`src/rtl/store_align_unit_pkg.sv`:
```
// Shared store-size codes, lane masks and FSM states.
// Imported by store_lane_gen and store_align_unit.
package store_align_unit_pkg;

  localparam logic [2:0] F3_SB = 3'b000;
  localparam logic [2:0] F3_SH = 3'b001;
  localparam logic [2:0] F3_SW = 3'b010;

  localparam logic [3:0] MASK_B = 4'b0001;
  localparam logic [3:0] MASK_H = 4'b0011;
  localparam logic [3:0] MASK_W = 4'b1111;

  typedef enum logic [1:0] {
    S_IDLE  = 2'd0,
    S_BEAT0 = 2'd1,
    S_BEAT1 = 2'd2
  } state_e;

endpackage

```
`src/rtl/store_lane_gen.sv`:
```
// Combinational lane generator: places store data and byte enables
// over two word beats. In: off_i, funct3_i, data_i. Out: d64_o, m8_o,
// two_beat_o, illegal_o.
module store_lane_gen
  import store_align_unit_pkg::*;
(
  input  logic [1:0]  off_i,
  input  logic [2:0]  funct3_i,
  input  logic [31:0] data_i,
  output logic [63:0] d64_o,
  output logic [7:0]  m8_o,
  output logic        two_beat_o,
  output logic        illegal_o
);

  logic [3:0]  mask;
  logic [31:0] dmask;

  always_comb begin
    mask      = 4'b0000;
    illegal_o = 1'b0;
    unique case (1'b1)
      (funct3_i == F3_SB): mask = MASK_B;
      (funct3_i == F3_SH): mask = MASK_H;
      (funct3_i == F3_SW): mask = MASK_W;
      default:             illegal_o = 1'b1;
    endcase
  end

  // Bits above the store size are cleared so disabled lanes stay zero.
  assign dmask = {{8{mask[3]}}, {8{mask[2]}},
                  {8{mask[1]}}, {8{mask[0]}}};

  assign d64_o = {32'b0, data_i & dmask} << {off_i, 3'b000};
  assign m8_o  = {4'b0000, mask} << off_i;

  assign two_beat_o = |m8_o[7:4];

endmodule

```
`src/rtl/store_align_unit.sv`:
```
// Store alignment unit: accepts a store, splits it into one or two
// aligned write beats. Ports: st_* request side, mem_* write side,
// st_err illegal-size pulse, busy while a store is in flight.
module store_align_unit
  import store_align_unit_pkg::*;
(
  input  logic        clk,
  input  logic        reset,
  input  logic        st_valid,
  output logic        st_ready,
  input  logic [31:0] st_addr,
  input  logic [31:0] st_data,
  input  logic [2:0]  st_funct3,
  output logic        mem_req,
  input  logic        mem_gnt,
  output logic [31:0] mem_addr,
  output logic [31:0] mem_wdata,
  output logic [3:0]  mem_be,
  output logic        st_err,
  output logic        busy
);

  state_e      state_q, state_d;
  logic [31:0] addr_q, addr_d;
  logic [31:0] data_q, data_d;
  logic [2:0]  f3_q, f3_d;

  logic [63:0] d64;
  logic [7:0]  m8;
  logic        two_beat;
  logic        illegal;
  logic [31:0] base;

  store_lane_gen u_lane (
    .off_i      (addr_q[1:0]),
    .funct3_i   (f3_q),
    .data_i     (data_q),
    .d64_o      (d64),
    .m8_o       (m8),
    .two_beat_o (two_beat),
    .illegal_o  (illegal)
  );

  assign base = {addr_q[31:2], 2'b00};
  assign busy = (state_q != S_IDLE);

  always_comb begin
    state_d   = state_q;
    addr_d    = addr_q;
    data_d    = data_q;
    f3_d      = f3_q;
    st_ready  = 1'b0;
    mem_req   = 1'b0;
    mem_addr  = 32'h0;
    mem_wdata = 32'h0;
    mem_be    = 4'h0;
    st_err    = 1'b0;
    unique case (state_q)
      S_IDLE: begin
        st_ready = 1'b1;
        if (st_valid) begin
          addr_d  = st_addr;
          data_d  = st_data;
          f3_d    = st_funct3;
          state_d = S_BEAT0;
        end
      end
      S_BEAT0: begin
        // Illegal size: flag it, never touch memory.
        if (illegal) begin
          st_err  = 1'b1;
          state_d = S_IDLE;
        end else begin
          mem_req   = 1'b1;
          mem_addr  = base;
          mem_wdata = d64[31:0];
          mem_be    = m8[3:0];
          if (mem_gnt)
            state_d = two_beat ? S_BEAT1 : S_IDLE;
        end
      end
      S_BEAT1: begin
        mem_req   = 1'b1;
        mem_addr  = base + 32'd4;
        mem_wdata = d64[63:32];
        mem_be    = m8[7:4];
        if (mem_gnt)
          state_d = S_IDLE;
      end
      default: state_d = S_IDLE;
    endcase
  end

  always_ff @(posedge clk) begin
    if (reset) begin
      state_q <= S_IDLE;
      addr_q  <= 32'h0;
      data_q  <= 32'h0;
      f3_q    <= 3'b000;
    end else begin
      state_q <= state_d;
      addr_q  <= addr_d;
      data_q  <= data_d;
      f3_q    <= f3_d;
    end
  end

endmodule

```
`config.mk`:
```
export PLATFORM = sky130hd
export DESIGN_NAME = store_align_unit
export DESIGN_NICKNAME = d
export VERILOG_FILES = /design/src/rtl/store_align_unit_pkg.sv /design/src/rtl/store_lane_gen.sv /design/src/rtl/store_align_unit.sv
export SDC_FILE = /design/constraint.sdc
export NUM_CORES = 1
export LEC_CHECK = 0
export ABC_AREA = 0
export BUFFER_PORTS_ARGS = -buffer_cell sky130_fd_sc_hd__buf_2
export CORE_MARGIN = 2
export CORE_UTILIZATION = 56
export CTS_CLUSTER_SIZE = 30
export DETAILED_ROUTE_END_ITERATION = 6
export PLACE_DENSITY_LB_ADDON = 0.1
export RECOVER_POWER = 50
export SYNTH_ARGS = -nofsm -noshare
export SYNTH_HDL_FRONTEND = slang
export SYNTH_SLANG_ARGS = --single-unit
export TNS_END_PERCENT = 30
```
`constraint.sdc`:
```
create_clock -name clk -period 5 [get_ports clk]
set_input_delay 1 -clock clk [delete_from_list [all_inputs] [get_ports clk]]
set_output_delay 1 -clock clk [all_outputs]
set_load 0.01 [all_outputs]
```
==> reports/metrics.cfg <==
[run_status]
status = complete, but fails checks
violations = capacitance limit, slew limit

[yosys]
synthCells = 666
synthTopCellsByArea = dfxtp_1 (30%), nand2_1 (14%), a21oi_1 (8.5%)
synth_edf_count = 0
synth_seq_cells = 69
syn-cell-area_mm2 = 0.00465
yosysTopAreaCell = dfxtp_1
syn_area_per_cell_um2 = 6.99
yosysWarnings = 0
ys_seq_area_frac = 0.297
synthArstFlopShare = 0
synth.distinct_cells = 68
synth_top_cell_area_share = 0.297
ys.flop_type = dfxtp_1

[detailed_routing]
routed-via-count = 5453
drc = 0
wl_per_cell_um = 17.3
avgViaCountPerCell = 6.30
drt-total-wl_um = 15000
drt-initial-drc-count = 516
ant_nets = 0
first_pass_iters = 6

[sta]
setup_viol = 0
tns_ns = 0
period_needed_ns = 4.10
rsz0062_at_grt = false
worst_slew_pin_slew_ns = 3.13
max-slew-margin-rel = -1.08
slew_violations = 70
skew_ns = 0.00889
fin_worst_hold_slack_ns = 0.475
fin_crit_sh = 0.821
setup_ws_ns = 0.897
hold_violations = 0
max_freq_ghz = 0.244

[power_and_ir_drop]
p_comb_frac = 0.161
internal_power_uw = 893
p_leak_nw = 2.18
p_sw_frac = 0.318
pwr-share-seq = 0.494
clkPwrFrac = 0.345
powerDensity_mw_per_mm2 = 242
peakVddDrop_uv = 170
p_switching_uw = 417

[cts]
clockBufferDepth = 2
clock_sinks = 69
cts_buffers = 9
cts_resized = 0
cts_max_level = 3
hold_buffers = 0
clkTransAtPathRegs_ns = 0.07
cts_tree = yes
cts_root_buffer = clkbuf_8
post_cts_buffers = 0
clk_latency_ns = 0.35

[critical_path]
path_delay_family = simple AND/OR/NAND/NOR gates
critPathBufInv = 3
path_class = flop to output port
cp.required_ns = 4.00
crit_path_max_incr_delay_ns = 0.86
worstPathCellList = inv_1 -> ha_1 -> clkinv_1 -> nor3_4 -> or4_1 -> a31o_1 -> buf_2
cp_max_fo = 19
end_kind = output port
start_kind = flop
cp.arrival_ns = 3.10
slowest_stage = nor3_4

[placement]
gp_congestion = 0.948
dpl-instance-area_mm2 = 0.00523
dpl.hpwl_um = 10300
portBuffers = 140
dpl_worst_slack_ns = 1.33

[finish]
final_nets = 830
final_util = 0.666
final_common_cell = nand2_1
drive_gt1_frac = 0.229
finalInstanceArea_mm2 = 0.00541
layout_common_cells = nand2_1 (175), buf_2 (139), a21oi_1 (79), dfxtp_1 (69), o21ai_0 (41)
syn2layout_area_growth_pct = 16.3
n_fill_cell = 758
antenna_cells = 0

[min_path]
hold_path.class = flop to flop

[global_route]
grt_pass1_vias = 4645
grt_use_total = 0.322
antenna_found_initial = 0
gr-total-overflow = 0
grt_start_max_net_pins = 70
grt_pass1_wl_um = 23000

[floorplanning]
die-area_mm2 = 0.00905
rows = 33
initial_core_util = 0.572
num_io_pins = 143
core_mm2 = 0.00813
die_x_um = 95.2
die_y_um = 95.2

[flow_run]
max_cap_violations = 1

## synth_stat cells (3+ instances only)
cell and count:
or4_1 3, mux2i_1 9, buf_2 10, a31oi_1 16, o22ai_1 9, a221o_1 8, ha_1 4, o311ai_0 6
and4_1 7, and3_1 4, nand3_1 19, inv_1 6, o21ai_0 41, nor2b_1 6, buf_1 5, a21oi_1 79
and2_1 6, nand4_1 10, nor3_1 22, a22oi_1 7, buf_4 5, o32ai_1 7, o31ai_1 4, dfxtp_1 69
nor2_1 14, o211ai_1 4, a32oi_1 13, nand2_1 176, clkbuf_1 45
## path summary, 6_finish.rpt
path / startpoint / end / slack (ns) / depth (start not counted)
hold / removal: data_q[20]$_SDFFE_PP0P_ / data_q[20]$_SDFFE_PP0P_ / 0.48 / 2
setup reg to reg: state_q[0]$_SDFFE_PP0P_ / addr_q[1]$_SDFFE_PP0P_ / 2.84 / 5
setup / recovery: state_q[1]$_SDFFE_PP0P_ / mem_addr[29] / 0.90 / 7
hold reg to reg: data_q[20]$_SDFFE_PP0P_ / data_q[20]$_SDFFE_PP0P_ / 0.48 / 2
## sequential cells by signal, summed over array words and instances, names as in the netlist
signal   flops
f3_q         3
state_q      2
data_q      32
addr_q      32
## worst min-delay path, cell delays in order (launching register included)
cell and delay, ns:
dfxtp_1 0.33, nand2_1 0.05, a21oi_1 0.05
## through the flow
step	total power, mW	cells
floorplan	0.785	667
global placement	0.854	849
detailed placement	0.862	849
CTS	1.31	865
global route	1.37	865
finish	1.31	865
## per-layer routing
| metal | up-vias | global-route usage | part of all wire |
|---|---|---|---|
| li1 | 2587 | - | - |
| met5 | - | 0 | 0 |
| met3 | 40 | 0.0498 | 0.11 |
| met4 | 0 | 0.143 | 0.027 |
| met1 | 2451 | 0.453 | 0.41 |
| met2 | 375 | 0.485 | 0.45 |
## power groups by stage
stage,Combinational [mW],Clock (mW),Sequential [mW]
2_1_floorplan,0.161,0,0.624
3_3_place_gp,0.201,0,0.653
3_5_place_dp,0.206,0,0.656
4_1_cts,0.207,0.458,0.643
5_1_grt,0.234,0.479,0.653
6_report,0.211,0.453,0.647
## logic make-up after synthesis
kind of cell               synth area share
AOI/OAI and AO/OA                     0.289
xor gates and xnor gates            0.00377
adders and majority gates            0.0108
buffers and inverters                0.0707
DFF                                   0.297
muxes                                0.0194
other                              0.000806
and+or+nand+nor                       0.308
## final cells by class
class,instances,area (µm²),share of cell area
Multi-Input combinational cell,523,2950,0.545
Inverter,7,26.3,0.00485
Clock inverter,6,63.8,0.0118
Tap cell,105,131,0.0243
Sequential cell,69,1380,0.255
Timing Repair Buffer,145,733,0.135
Clock buffer,10,128,0.0236
No activity file was read; power rests on OpenSTA's default activity.
